===== config.mk =====
export PLATFORM = sky130hd
export DESIGN_NAME = lcd_ctrl
export DESIGN_NICKNAME = d
export VERILOG_FILES = /design/src/rtl/singlecycle_pkg.sv /design/src/rtl/lcd_fifo.sv /design/src/rtl/lcd_ctrl.sv
export SDC_FILE = /design/constraint.sdc
export NUM_CORES = 1
export LEC_CHECK = 0
export CAP_MARGIN = 20
export CORE_UTILIZATION = 28
export DETAILED_ROUTE_END_ITERATION = 10
export PLACE_DENSITY = 0.57
export SYNTH_ARGS = -nofsm -noshare
export SYNTH_HDL_FRONTEND = slang
export SYNTH_SLANG_ARGS = --single-unit

===== constraint.sdc =====
create_clock -name i_clk -period 5.9 [get_ports i_clk]
set_clock_uncertainty 0.1 [all_clocks]
set_input_delay 1.18 -clock i_clk [delete_from_list [all_inputs] [get_ports i_clk]]
set_output_delay 1.18 -clock i_clk [all_outputs]
set_load 0.05 [all_outputs]

===== src/rtl/singlecycle_pkg.sv =====
// Shared definitions for the single-cycle core's LCD write path: register bit layout,
// panel command codes and the controller state type.
package singlecycle_pkg;

  localparam int unsigned LCD_DATA_LSB = 0;
  localparam int unsigned LCD_RS_BIT   = 8;
  localparam int unsigned LCD_ON_BIT   = 10;
  localparam int unsigned LCD_BLON_BIT = 11;
  localparam int unsigned LCD_WORD_W   = 12;

  localparam logic [7:0] LCD_CMD_CLEAR = 8'h01;
  localparam logic [7:0] LCD_CMD_HOME  = 8'h02;

  typedef enum logic [2:0] {
    StIdle,
    StSetup,
    StPulse,
    StHold,
    StWait
  } lcd_state_e;

  // Commands 0x00-0x03 (clear and both home encodings) need the long execution wait.
  function automatic logic lcd_is_slow(input logic rs, input logic [7:0] data);
    return !rs && (data[7:2] == 6'd0);
  endfunction

endpackage


===== src/rtl/lcd_fifo.sv =====
// Small synchronous write buffer between the LSU's LCD register and the panel sequencer.
// A push into a full FIFO is still accepted when a pop happens on the same edge.
module lcd_fifo
  import singlecycle_pkg::*;
#(
  parameter int unsigned DEPTH = 4,
  parameter int unsigned WIDTH = LCD_WORD_W
) (
  input  logic             i_clk,
  input  logic             i_rst_n,
  input  logic             i_push,
  input  logic [WIDTH-1:0] i_wdata,
  input  logic             i_pop,
  output logic [WIDTH-1:0] o_rdata,
  output logic             o_full,
  output logic             o_empty
);

  localparam int unsigned AW = $clog2(DEPTH);
  localparam int unsigned CW = AW + 1;

  logic [WIDTH-1:0] r_mem [DEPTH];
  logic [AW-1:0]    r_wr_ptr;
  logic [AW-1:0]    r_rd_ptr;
  logic [CW-1:0]    r_count;
  logic             w_do_push;
  logic             w_do_pop;

  assign o_full    = (r_count == CW'(DEPTH));
  assign o_empty   = (r_count == '0);
  assign o_rdata   = r_mem[r_rd_ptr];
  assign w_do_pop  = i_pop && !o_empty;
  assign w_do_push = i_push && (!o_full || w_do_pop);

  always_ff @(posedge i_clk) begin
    if (w_do_push) begin
      r_mem[r_wr_ptr] <= i_wdata;
    end
  end

  always_ff @(posedge i_clk or negedge i_rst_n) begin
    if (!i_rst_n) begin
      r_wr_ptr <= '0;
      r_rd_ptr <= '0;
      r_count  <= '0;
    end else begin
      if (w_do_push) r_wr_ptr <= r_wr_ptr + AW'(1);
      if (w_do_pop)  r_rd_ptr <= r_rd_ptr + AW'(1);
      unique case ({w_do_push, w_do_pop})
        2'b10:   r_count <= r_count + CW'(1);
        2'b01:   r_count <= r_count - CW'(1);
        default: r_count <= r_count;
      endcase
    end
  end

endmodule


===== src/rtl/lcd_ctrl.sv =====
// HD44780 write controller: buffers CPU stores to the LCD register and replays each one
// with setup, EN pulse, hold and command-execution wait.
module lcd_ctrl
  import singlecycle_pkg::*;
#(
  parameter int unsigned T_AS_CYC   = 2,
  parameter int unsigned T_EN_CYC   = 12,
  parameter int unsigned T_AH_CYC   = 2,
  parameter int unsigned T_EXEC_CYC = 2000,
  parameter int unsigned T_CLR_CYC  = 82000,
  parameter int unsigned FIFO_DEPTH = 4
) (
  input  logic        i_clk,
  input  logic        i_rst_n,
  input  logic        i_lcd_vld,
  input  logic [31:0] i_lcd_word,
  output logic [7:0]  o_LCD_DATA,
  output logic        o_LCD_RS,
  output logic        o_LCD_RW,
  output logic        o_LCD_EN,
  output logic        o_LCD_ON,
  output logic        o_LCD_BLON,
  output logic        o_busy,
  output logic        o_overflow
);

  localparam int unsigned CNT_W = $clog2(T_CLR_CYC + 1);

  lcd_state_e               r_state;
  lcd_state_e               w_state_d;
  logic [CNT_W-1:0]         r_cnt;
  logic [CNT_W-1:0]         w_cnt_d;
  logic                     r_en;
  logic                     w_en_d;
  logic [7:0]               r_data;
  logic                     r_rs;
  logic                     r_on;
  logic                     r_blon;
  logic                     r_overflow;
  logic                     w_pop;
  logic                     w_full;
  logic                     w_empty;
  logic [LCD_WORD_W-1:0]    w_rdata;
  logic                     w_unused_bits;

  assign w_unused_bits = ^{i_lcd_word[31:LCD_WORD_W], w_rdata[9]};

  lcd_fifo #(
    .DEPTH (FIFO_DEPTH),
    .WIDTH (LCD_WORD_W)
  ) u_fifo (
    .i_clk   (i_clk),
    .i_rst_n (i_rst_n),
    .i_push  (i_lcd_vld),
    .i_wdata (i_lcd_word[LCD_WORD_W-1:0]),
    .i_pop   (w_pop),
    .o_rdata (w_rdata),
    .o_full  (w_full),
    .o_empty (w_empty)
  );

  // Each timed state loads (duration - 1) on entry and leaves when the counter hits zero.
  always_comb begin
    w_state_d = r_state;
    w_cnt_d   = r_cnt;
    w_en_d    = r_en;
    w_pop     = 1'b0;
    unique case (r_state)
      StIdle: begin
        if (!w_empty) begin
          w_pop     = 1'b1;
          w_state_d = StSetup;
          w_cnt_d   = CNT_W'(T_AS_CYC - 1);
        end
      end
      StSetup: begin
        if (r_cnt == '0) begin
          w_state_d = StPulse;
          w_en_d    = 1'b1;
          w_cnt_d   = CNT_W'(T_EN_CYC - 1);
        end else begin
          w_cnt_d = r_cnt - CNT_W'(1);
        end
      end
      StPulse: begin
        if (r_cnt == '0) begin
          w_state_d = StHold;
          w_en_d    = 1'b0;
          w_cnt_d   = CNT_W'(T_AH_CYC - 1);
        end else begin
          w_cnt_d = r_cnt - CNT_W'(1);
        end
      end
      StHold: begin
        if (r_cnt == '0) begin
          w_state_d = StWait;
          w_cnt_d   = lcd_is_slow(r_rs, r_data) ? CNT_W'(T_CLR_CYC - 1) : CNT_W'(T_EXEC_CYC - 1);
        end else begin
          w_cnt_d = r_cnt - CNT_W'(1);
        end
      end
      StWait: begin
        if (r_cnt == '0) begin
          w_state_d = StIdle;
        end else begin
          w_cnt_d = r_cnt - CNT_W'(1);
        end
      end
      default: begin
        w_state_d = StIdle;
        w_en_d    = 1'b0;
        w_cnt_d   = '0;
      end
    endcase
  end

  always_ff @(posedge i_clk or negedge i_rst_n) begin
    if (!i_rst_n) begin
      r_state    <= StIdle;
      r_cnt      <= '0;
      r_en       <= 1'b0;
      r_data     <= '0;
      r_rs       <= 1'b0;
      r_on       <= 1'b0;
      r_blon     <= 1'b0;
      r_overflow <= 1'b0;
    end else begin
      r_state <= w_state_d;
      r_cnt   <= w_cnt_d;
      r_en    <= w_en_d;
      if (w_pop) begin
        r_data <= w_rdata[LCD_DATA_LSB +: 8];
        r_rs   <= w_rdata[LCD_RS_BIT];
        r_on   <= w_rdata[LCD_ON_BIT];
        r_blon <= w_rdata[LCD_BLON_BIT];
      end
      if (i_lcd_vld && w_full && !w_pop) begin
        r_overflow <= 1'b1;
      end
    end
  end

  assign o_LCD_DATA = r_data;
  assign o_LCD_RS   = r_rs;
  assign o_LCD_RW   = 1'b0;
  assign o_LCD_EN   = r_en;
  assign o_LCD_ON   = r_on;
  assign o_LCD_BLON = r_blon;
  assign o_busy     = !w_empty || (r_state != StIdle);
  assign o_overflow = r_overflow;

endmodule

# Word-level counts from Yosys, hierarchy flattened
# Memories as Yosys holds them, arrays and structs flattened. A register that Yosys moved wholly into a read port is not among the register bits.
# Index checks and enable logic that the tools add are counted.
dict set report word_totals {
  register_bits 29
  memories 1
  input_bits 35
  ram_bits 48
  out_inout_bits 15
}
# memory words width rd rd_ports_with_merged_regs wr line
set mem_list {}
lappend mem_list {u_fifo.r_mem 4 12 1 1 1 lcd_fifo.sv:22} ;# logic [WIDTH-1:0] r_mem [DEPTH];
dict set report classes {
  n_reduce_logical 22
  eq_ne 13
  add_sub_neg 5
  n_mux 21
  bitwise_logic 1
}
# op count
set op_table {}
lappend op_table {{$mux W17} 6}
lappend op_table {{$pmux W17 S5} 1}
lappend op_table {{$logic_not A17 Y1} 1}
lappend op_table {{$sub A17 B1 Y17 const B} 1}
lappend op_table {{$mux W3} 5}
lappend op_table {{$pmux W3 S5} 1}
lappend op_table {{$ne A2 B2 Y1 const B} 6}
lappend op_table {{$eq A3 B2 Y1 const B} 2}
lappend op_table {{$eq A3 B3 Y1 const B} 2}
lappend op_table {{$logic_not A3 Y1} 2}
lappend op_table {{$logic_not A6 Y1} 1}
lappend op_table {{$mux W1} 6}
lappend op_table {{$pmux W3 S2} 1}
lappend op_table {{$logic_and A1 B1 Y1} 5}
lappend op_table {{$logic_not A1 Y1} 5}
lappend op_table {{$reduce_and A5 Y1} 1}
lappend op_table {{$add A2 B1 Y2 const B} 2}
lappend op_table {{$add A3 B1 Y3 const B} 1}
lappend op_table {{$eq A3 B1 Y1 const B} 1}
lappend op_table {{$pmux W1 S3} 1}
lappend op_table {{$reduce_and A3 Y1} 1}
lappend op_table {{$reduce_bool A3 Y1} 1}
lappend op_table {{$reduce_or A3 Y1} 1}
lappend op_table {{$sub A3 B1 Y3 const B} 1}
lappend op_table {{6 further kinds} 7}

# Longest topological paths before layout
# Gate-level depths: netlist (run 1).
dict set report depth {
  depth_word 8
  depth_mapped 12
  mapped_depth_nobuf 11
}

# Modules after synthesis
# From an unflattened synthesis (run 1), not the netlist that was laid out.
dict set report hier_totals {
  cells_unflattened 303
  hier_area_um2 4072.7
}
# module n_inst area_per_inst_um2 cells_each
set modules_own_cells {}
lappend modules_own_cells {lcd_fifo 1 2167.1 101}
lappend modules_own_cells {lcd_ctrl 1 1905.6 202}

# Worst setup path before layout (run 1)
# OpenSTA, ideal clock, no wires.
dict set report synth_timing {
  kind {register to register}
  startpoint {register r_state[1]}
  endpoint {register u_fifo.r_count[2]}
  t_required_ns 5.721
  n_path_buf 2
  slack_ns 3.319
  path_stages_with_launch 12
  arrival_time_ns 2.402
  path_cell_list {dfrtp_1 > buf_2 > nor2_1 > nand2_1 > nor2_1 > buf_2 > ha_1 > inv_1 > fa_1 > xor2_1 > nor2_1 > xor2_1}
}
dict set report synth_between {
  elab_chain_cells 7
  word_cells_on_any_way 9
}
# element line
set synth_rtl {}
lappend synth_rtl {{start, declared} lcd_ctrl.sv:29} ;# lcd_state_e r_state;
lappend synth_rtl {{start signal, assigned} lcd_ctrl.sv:119} ;# r_state <= StIdle;
lappend synth_rtl {{start signal, assigned} lcd_ctrl.sv:128} ;# r_state <= w_state_d;
lappend synth_rtl {{$logic_not A3 Y1 *} lcd_ctrl.sv:68} ;# unique case (r_state)
lappend synth_rtl {{$mux W1 *} lcd_ctrl.sv:68}
lappend synth_rtl {{net u_fifo.i_pop} lcd_fifo.sv:13} ;# input logic i_pop,
lappend synth_rtl {{$logic_and A1 B1 Y1 *} lcd_fifo.sv:32} ;# assign w_do_pop = i_pop && !o_empty;
lappend synth_rtl {{$logic_or A1 B1 Y1} lcd_fifo.sv:33} ;# assign w_do_push = i_push && (!o_full || w_do_pop);
lappend synth_rtl {{$logic_and A1 B1 Y1} lcd_fifo.sv:33}
lappend synth_rtl {{$eq A2 B1 Y1 or $eq A2 B2 Y1 (tied branches)} lcd_fifo.sv:49} ;# unique case ({w_do_push, w_do_pop})
lappend synth_rtl {{$pmux W3 S2 or $reduce_bool A2 Y1 (tied branches)} --}
lappend synth_rtl {{end signal, assigned} lcd_fifo.sv:50} ;# 2'b10: r_count <= r_count + CW'(1);
lappend synth_rtl {{end signal, assigned} lcd_fifo.sv:51} ;# 2'b01: r_count <= r_count - CW'(1);
lappend synth_rtl {{end signal, assigned} lcd_fifo.sv:52} ;# default: r_count <= r_count;
lappend synth_rtl {{end, declared} lcd_fifo.sv:25} ;# logic [CW-1:0] r_count;
# Mark *: on every way through the listed nets, which the timed path passes. The rest lies on a longest branch.
# A chain may end at the register's enable or synchronous reset.

# Worst setup path after layout (run 1)
dict set report layout_timing {
  startpoint {register r_state[1]}
  endpoint {output port o_busy}
}
dict set report layout_between {
  elab_chain_cells 2
}
# element line
set layout_rtl {}
lappend layout_rtl {{$reduce_bool A3 Y1} lcd_ctrl.sv:149} ;# assign o_busy = !w_empty || (r_state != StIdle);
lappend layout_rtl {{$logic_or A1 B1 Y1} lcd_ctrl.sv:149}
lappend layout_rtl {{end, declared} lcd_ctrl.sv:23} ;# output logic o_busy,
# Every way passes these cells.

==> summary.txt, run 1 <==
Routed wire length: 7630 µm
Rel. slew slack: 0.364
Yosys top cell area share: 0.346
Die Height: 119 µm
Top_reg_cell synth: edfxtp_1
Core Util, Final: 0.341
Fillers: 1293
Adder and majority cell fraction of the synthesized area: 0.0308
Compound-gate portion of the synthesized area: 0.0926
Clk Latency, worst-skew pair: 0.34 ns
Main combinational cell family by area after synthesis: simple AND/OR/NAND/NOR gates
Slew Viols, Final: 0
Synth unique cells: 57
Detailed placement HPWL: 5220 µm
Row count: 42
Post-synthesis async set-or-reset flop share: 0.476
RSZ-0062 raised after global routing: false
Max Clk Rate: 267 MHz
CTS tree: built
Num CTS Buffers: 9
Clk slew on worst S/H paths: 0.06 ns
TNS Setup: 0 ns
N_diodes: 0
Final RePlAce weighted congestion: 0.795
Fin. Hold Viols: 0
Starting Density: 0.288
Hold-fix buffers at CTS: 0
Largest net degree at the start of global routing: 41
Xor/xnor share of the synthesized area: 0.0206
Period Utilization, post-route: 0.635
Leak pwr: 1.65 nW
Worst-Margin Slew: 0.954 ns
Proportion of layout cells with a drive suffix above 1: 0.152
Pre-Repair DR Iteration Count: 4
Core area: 13300 µm²
Max FO, Critical Path: 11
MaxCap Viol Count: 0
Post-route ant nets: 0
H-tree depth: 3
Die Width: 119 µm
Mapped Cells: 282
Wire length per cell: 15.5 µm
Worst Path Arrival: 2.46 ns
Area growth, synth to finish: 18.6%
Post-CTS sizing: 0
Routed vias: 2402
Syn avg cell area: 13.6 µm²
Cell with the most instances after synthesis: edfxtp_1
Io pins: 50
Sink Count: 84
Critical path launch point type: register
Status: complete, no violations
Max clock buf depth: 2
Number of port buffers: 27
Synth cell count leaders: edfxtp_1, dfrtp_1, nor2_1
Minimum clock period: 3.74 ns
Hold Path Class: reg -> reg
GR Util All Layers: 0.118
Die Area: 14100 µm²
Worst VDD drop: 254 µV
Smallest hold slack: 0.374 ns
Synth Cell Area: 3820 µm²
Worst Path Required: 4.62 ns
Post-CTS Setup Repair Bufs: 0
Post-synthesis simple-gate area fraction: 0.120
Drc violations: 0
Initial antenna violation count: 0
Post-synthesis mux area share: 0.103
Number of synthesized register bits: 84
Seq. cell area: 2320 µm²
Synth area leader: edfxtp_1
Iter 0 DRT Violations: 59
Vias in the first global route: 2457
Seq/Total Area, Yosys: 0.608
Global-route wire length before repair: 12800 µm
EDFF count, synth: 44
Setup CP Type: reg -> out
GR Overflow Total: 0
Syn nets: 325
PwrDens: 316 nW/µm²
Final nets: 353
# setup viols final: 0
Crit end category: output port
Multi-input gate area in the final layout: 1410 µm²
Via density: 4.89
Warnings from Yosys: 0
Root buf cell: clkbuf_16
Largest cells by area after synthesis: edfxtp_1, dfrtp_1, mux4_2, mux2_2, ha_1
[cells in the final DEF (no fill, tap or decap), types with 2 or more instances in the layout]
cell,n
and3_1,4
clkbuf_16,9
a21oi_1,12
and2_1,2
or3_1,6
xnor2_1,4
clkinv_1,2
nand2_1,15
o22ai_1,2
nand4_1,2
xor2_1,5
a211o_1,3
mux2_2,12
mux4_2,11
nor2_1,17
nor3b_1,2
o211ai_1,2
nor3_1,8
a21boi_0,2
nor4b_1,2
o21ai_0,13
nand3_1,4
a22oi_1,3
edfxtp_1,44
clkdlybuf4s50_1,26
inv_1,11
ha_1,7
and4_1,2
dfrtp_1,40
nor4_1,9
inv_6,3
[stage by stage]
stage / worst slack [ns] / std cells / instance area (µm²) / power [mW]
after global placement: 2.54 / 475 / 4260 / 0.919
final: 2.16 / 491 / 4530 / 1.43
after floorplan: 3.32 / 282 / 3820 / 0.861
after CTS: 2.19 / 491 / 4530 / 1.45
after global routing: 2.02 / 491 / 4530 / 1.49
after detailed placement: 2.56 / 475 / 4260 / 0.931
[logic make-up (layout without fill, tap and decap cells)]
kind of cell | after synthesis | count (layout)
mux | 24 | 24
simple gates | 81 | 81
fa+ha+maj | 9 | 9
other cells | 1 | 1
compound gates | 52 | 52
flops | 84 | 84
buf+inv | 22 | 55
xor+xnor | 9 | 9
[per-layer routing]
metal | vias up | GRT usage | part of all wire
li1 | 1131 | - | -
met1 | 1198 | 0.150 | 0.45
met2 | 62 | 0.189 | 0.48
met3 | 11 | 0.0350 | 0.052
met4 | 0 | 0.0483 | 0.019
met5 | - | 0 | 0
[worst max-delay path, cell delays in order (launching register included)]
cell and delay (ns):
dfrtp_1 0.48, nor2_1 0.34, nand3_1 0.46, clkdlybuf4s50_1 0.84
[worst paths after layout]
kind | endpoint | slack (ns) | from | depth (start not counted)
worst max-delay path | o_busy | 2.16 | r_state[1] | 3
worst min-delay path | o_overflow | 0.37 | o_overflow | 1
worst max register to register | r_cnt[3] | 2.96 | r_cnt[10] | 5
worst min register to register | o_overflow | 0.37 | o_overflow | 1
max in group asynchronous | o_LCD_DATA[0] | 4.22 | i_rst_n | 1
min in group asynchronous | r_cnt[12] | 0.90 | i_rst_n | 1
[registers in the layout, indices dropped and copies added (netlist names)]
signal	count
r_cnt	17
o_LCD_DATA	8
o_overflow	1
r_state	3
u_fifo.r_count	3
o_LCD_RS	1
o_LCD_EN	1
u_fifo.r_mem	44
u_fifo.r_rd_ptr	2
o_LCD_ON	1
o_LCD_BLON	1
u_fifo.r_wr_ptr	2
[power breakdown]
group / switching, mW / leakage, nW / internal [mW]
Clock: 0.232 / 0.132 / 0.286
Combinational: 0.106 / 0.651 / 0.0683
Sequential: 0.0302 / 0.864 / 0.709
Total: 0.368 / 1.65 / 1.06
[area by class of cell]
class | count | area share
clock buffers | 9 | 0.0497
well taps | 176 | 0.0486
clock inverters | 7 | 0.0105
multi-input cells | 176 | 0.310
flip-flops and latches | 84 | 0.512
repair buffers | 28 | 0.0602
inverters | 11 | 0.00911
(Power assumes the default switching activity.)
==> run 2, diff against run 1 <==
Settings changed: PLACE_DENSITY 0.57 to 0.59.
Clock period 5.9 ns to 3 ns, I/O delays scaled along.
==> run 2 against run 1 <==
Compared with the run above: cell area grew 1.3%; global-route usage grew 0.31 points; final cell count increased by 1.0%; clock power up 110%; first-iteration DRC count rose by 22%; clock-buffer cell count increased by 2; utilization up 0.44 points; worst hold slack got worse by 0.057 ns; critical path depth stayed put; sequential share of layout area is 0.66 points lower; critical path type unchanged; critical endpoint unchanged; highest routed layer unchanged.
==> summary.txt, run 2 (synthesis gave the netlist of run 1 again) <==
Status: complete, no violations
Slew Viols, Final: 0
Drc violations: 0
N_diodes: 0
Wire length per cell: 15.9 µm
Crit end category: output port
DP Area: 4300 µm²
Proportion of layout cells with a drive suffix above 1: 0.166
CTS tree: built
Cell Count, Final, Fillers Out: 496
Hold Path Class: in -> async
Num CTS Buffers: 9
Global-route wire length before repair: 13200 µm
GR Overflow Total: 0
Initial antenna violation count: 0
MaxCap Viol Count: 0
FF-to-FF path depth: 11
RSZ-0062 raised after global routing: false
Post-CTS Setup Repair Bufs: 0
Worst-Margin Slew: 0.965 ns
Clk slew on worst S/H paths: 0.06 ns
Core Util, Final: 0.345
Pwr Total: 2.90 mW
Max reg flops: 44
Worst VDD drop: 340 µV
Setup CP Type: reg -> out
Routed wire length: 7910 µm
Routed vias: 2436
Clk Latency, worst-skew pair: 0.34 ns
Max clock buf depth: 2
Root buf cell: clkbuf_16
Post-route ant nets: 0
Finished layout cell area: 4590 µm²
Core area: 13300 µm²
Post-CTS sizing: 0
Number of port buffers: 27
Die Area: 14100 µm²
Vias in the first global route: 2534
Detailed placement HPWL: 5370 µm
Starting Density: 0.288
Pre-Repair DR Iteration Count: 4
Row count: 42
Worst Path Required: 2.30 ns
Terminus of the critical flop-to-flop path: u_fifo.r_count[2]
Critical path launch point type: register
Reg2Reg Setup Slack: 0.40 ns
Die Height: 119 µm
Final nets: 358
Most common cell after layout, fill and taps aside: edfxtp_1
Leak pwr: 1.68 nW
H-tree depth: 3
PwrDens: 631 nW/µm²
Sink Count: 84
Via density: 4.91
Worst Path Arrival: 2.10 ns
Rel. slew slack: 0.356
Minimum clock period: 2.80 ns
Max FO, Critical Path: 9
Worst Setup EP: o_busy
Max Clk Rate: 357 MHz
Area growth, synth to finish: 20.2%
TNS Setup: 0 ns
Hold-fix buffers at CTS: 0
Placed Cells: 480
Fin. Hold Viols: 0
Largest net degree at the start of global routing: 41
Reg2Reg Launch Point: r_state[2]
# setup viols final: 0
Worst setup startpoint: r_state[1]
Die Width: 119 µm
Period Utilization, post-route: 0.934
Io pins: 50
GR Util All Layers: 0.121
Final RePlAce weighted congestion: 0.817
Most frequent cells in the layout: edfxtp_1, dfrtp_1, clkdlybuf4s50_1
Iter 0 DRT Violations: 72
Top reg by flops: u_fifo.r_mem
## run 2: changes by cell type in the layout (fill, tap and decap cells not counted), moves of 2 or more
cell      previous run  this run
buf_4                1         6
inv_6                3         1
clkbuf_1             0         2
clkinv_1             2         0
## run 2: power by group
group / internal, mW / switching [mW] / total [mW] / leakage (nW)
Combinational: 0.136 / 0.211 / 0.347 / 0.675
Sequential: 1.39 / 0.0604 / 1.45 / 0.864
Clock: 0.650 / 0.447 / 1.10 / 0.144
Total: 2.18 / 0.718 / 2.90 / 1.68
## run 2: per-layer routing
metal,track usage,vias up,routed length (µm)
met5,0,-,0
met4,0.0356,0,76
met3,0.0350,7,371
met2,0.197,63,3860
met1,0.157,1222,3600
li1,-,1144,-
## run 2: layout make-up
class | count | area [µm²]
Fill cell | 1267 | 8700
Sequential cell | 84 | 2320
Multi-Input combinational cell | 176 | 1410
Timing Repair Buffer | 33 | 310
Clock buffer | 11 | 233
Tap cell | 176 | 220
Clock inverter | 5 | 61.3
Inverter | 11 | 41.3
## run 2: worst min-delay path by stage
stage               slack [ns]          to  cells past startpoint
floorplan                 0.20  o_LCD_BLON                      0
global placement          0.36  o_overflow                      1
detailed placement        0.37  o_overflow                      1
CTS                       0.35   r_cnt[12]                      1
global route              0.40    r_cnt[5]                      1
finish                    0.32    r_cnt[5]                      1
## run 2: through the flow
step / hold slack (ns) / worst slack, ns
6_report: 0.317 / 0.199
3_3_place_gp: 0.357 / 0.452
3_5_place_dp: 0.374 / 0.420
4_1_cts: 0.348 / 0.205
5_1_grt: 0.396 / 0.0398
2_1_floorplan: 0.204 / 0.419
## run 2: critical path, cell delays in order, from the launching register on
cell	delay, ns
dfrtp_1	0.49
nor2_1	0.34
nand3_1	0.19
clkdlybuf4s50_1	0.75
==> run 3, diff against run 2 <==
Settings changed: CTS_CLUSTER_DIAMETER from default to 50.
==> results of run 3 <==
Same layout as run 2: the final DEF is identical, and so are final timing and power.
==> RTL edit (config.mk and constraints of run 3) <==
Change the parameter `T_CLR_CYC` from 82000 to 328000.
--- a/src/rtl/lcd_ctrl.sv
+++ b/src/rtl/lcd_ctrl.sv
@@ -7,7 +7,7 @@
   parameter int unsigned T_EN_CYC   = 12,
   parameter int unsigned T_AH_CYC   = 2,
   parameter int unsigned T_EXEC_CYC = 2000,
-  parameter int unsigned T_CLR_CYC  = 82000,
+  parameter int unsigned T_CLR_CYC  = 328000,
   parameter int unsigned FIFO_DEPTH = 4
 ) (
   input  logic        i_clk,
Function: same outputs for any inputs over 10 cycles, from zero or initial values and one cycle with i_rst_n low; that may be too few to reach the edited logic, so the function may still have changed.
==> RTL edit against run 3 <==
- non-clock buffer count increased by 1
- via count increased by 1.4%
- wire length decreased by 1.0%
- critical path depth increased by 8
- sequential cell count increased by 2
- worst setup slack improved by 0.22 ns
- area after synthesis increased by 2.9%
- hold slack improved by 0.061 ns
- final area increased by 3.7%
- first-iteration DRC count increased by 53%
- largest cell class unchanged
Power is not compared: it rests on default switching activity, and its combinational part moved more than twofold at a synthesized area within 25%.
==> RTL edit: results (changes against run 3) <==
** CTS
- Buffer levels on the longest clock path :: 2 (unchanged)
- The H-tree level count came to 3 (unchanged).
- Clock-pin slew was measured on the worst setup and hold paths at 0.07 ns.
- TritonCTS buffer count :: 9 (unchanged)
- The tree is rooted in a clkbuf_16.
- The number of buffers inserted by post-CTS setup repair came to 0 (unchanged).

** Power and ir drop
- Worst-case vdd ir drop :: 0.590 mV
- Switching component of the power :: 1.96 mW
- Leakage Power :: 1.78 nW

** Logic synthesis
- Async SR Flop Fraction :: 48.8% (+1.2 points)
- Counting instances in the post-synthesis netlist gives the leading cell types as 44 x edfxtp_1, 42 x dfrtp_1, 27 x nor2_1, 23 x nand2_1, 17 x o21ai_1.
- Number of warnings issued by yosys :: 0 (unchanged)
- The synthesized net count came to 340 (+4.6%).
- Area fraction of the dominant cell type after synthesis :: 33.6% (-0.98 points)
- The share of the yosys chip area belonging to registers came to 60.3% (-0.45 points).
- After synthesis, the cell types taking the most area are edfxtp_1 34%, dfrtp_1 27%, mux4_2 6.3%.
- Number of library cell types mapped by synthesis :: 56 (-1.8%)

** Finish
- The number of flip-flops under the largest register name came to 44 (unchanged).
- Diode insertion count for antenna repair :: 0 (unchanged)
- The share of layout cells above drive strength 1 was 17.5% (+0.94 points).
- The fill cell instance count of the final layout was 1334 (+5.3%).
- The final-stage net count is 375 (+4.7%).
- Most flop-heavy register :: u_fifo.r_mem

** Outcome
- The run finished with clean final reports.

** Route
- Number of detailed-route iterations in the first pass :: 4 (unchanged)
- Initial drt markers :: 110 (+53%)
- The total detailed-routing wirelength came to 7830 um (-1.0%).
- Average vias per placed instance :: 4.82 (-1.9%)

** GRT
- Via count of the first global-routing pass :: 2575 (+1.6%)
- Total routing usage reported by global routing :: 12.0% (-0.097 points)
- The number of antenna violations at the first check in global routing is 0 (unchanged).
- Met2 Resource Use GR :: 19.5% (-0.20 points)
- Maximum number of pins on one net before global-route repair :: 43 (+4.9%)
- Global routing met1 resource utilization :: 15.5% (-0.16 points)
- The global-route wire length before repair was 13200 um (+0.16%).
- The met3 demand-to-capacity share in global routing is 3.30% (-0.19 points).

** Placed design
- Total of buffers placed on input and output ports :: 27 (unchanged)
- The HPWL after detailed placement came to 5200 um (-3.1%).
- RePlAce Congestion :: 0.789 (-3.4%)

** Critical path
- The largest fanout on the critical path was 13 (+4).
- The data arrival time at the worst-slack endpoint came to 2.74 ns (+0.64 ns).

** STA
- The transition time at the pin with the least slew margin was 0.764 ns (-0.201 ns).

** Worst hold path
- The tightest min-delay check is of the register to register type.
-- RTL edit: per-layer routing --
metal,vias up,wire (um)
met5,-,0
met4,0,100
met3,8,246
met2,38,3870
met1,1248,3620
li1,1177,-
-- RTL edit: power groups by stage --
stage | registers (mW) | logic, mW | clock network, mW
after global placement | 2.00 | 1.97 | 0
final | 1.98 | 2.01 | 1.21
after floorplan | 2.14 | 1.29 | 0
after detailed placement | 2.01 | 2.02 | 0
after CTS | 1.99 | 2.03 | 1.24
after global routing | 2.05 | 2.21 | 1.29
-- RTL edit: kinds of logic after synthesis --
| group | Yosys count | synth area share [%] |
|---|---|---|
| XOR/XNOR | 8 | 1.78 |
| multiplexers | 22 | 9.45 |
| AND/OR/NAND/NOR | 94 | 13.1 |
| flip-flops | 86 | 60.3 |
| other | 1 | 0.0953 |
| buffers and inverters | 22 | 2.48 |
| AO/OA/AOI/OAI | 56 | 10.1 |
| adder cells (fa/ha/maj) | 8 | 2.74 |
-- RTL edit: worst paths after layout --
| kind | start | to | slack [ns] | cells after the start |
|---|---|---|---|---|
| setup reg to reg | r_state[0] | u_fifo.r_count[2] | 0.42 | 11 |
| max in group asynchronous | i_rst_n | o_LCD_RS | 1.84 | 3 |
| min in group asynchronous | i_rst_n | r_cnt[13] | 0.52 | 2 |
| hold reg to reg | o_overflow | o_overflow | 0.38 | 1 |
| setup / recovery | r_state[0] | u_fifo.r_count[2] | 0.42 | 11 |
| hold / removal | o_overflow | o_overflow | 0.38 | 1 |
-- RTL edit: what timing repair did --
item                                   in CTS  in global routing
endpoints found under the hold margin       0                  4
setup endpoints to repair                   0                  1
hold buffers                                0                  1
gates resized for setup                     0                  1
-- RTL edit: critical path, stage by stage, from the launching register on --
cell and delay [ns]:
dfrtp_1 0.58, nor2_1 0.10, nand2_1 0.18, nand3_1 0.17, and2_1 0.25, inv_1 0.08
ha_1 0.18, inv_1 0.06, fa_1 0.37, xor2_1 0.15, nor2_1 0.11, xor2_1 0.16
-- RTL edit: cell type report --
cell class,instances,area share [%]
flip-flops and latches,86,49.8
multi-input cells,189,30.7
repair buffers,34,7.04
clock buffers,9,4.73
well taps,176,4.62
clock inverters,7,2.15
inverters,12,0.945
-- RTL edit: metrics by stage --
step	setup WS, ns	util, %	total power [mW]	area (um^2)	cells
2_1_floorplan	0.570	-	3.43	3930	297
3_3_place_gp	0.448	32.7	3.97	4400	495
3_5_place_dp	0.371	32.7	4.03	4400	495
4_1_cts	0.0832	35.2	5.26	4730	511
5_1_grt	0.222	35.4	5.54	4760	513
6_report	0.416	35.4	5.20	4760	513
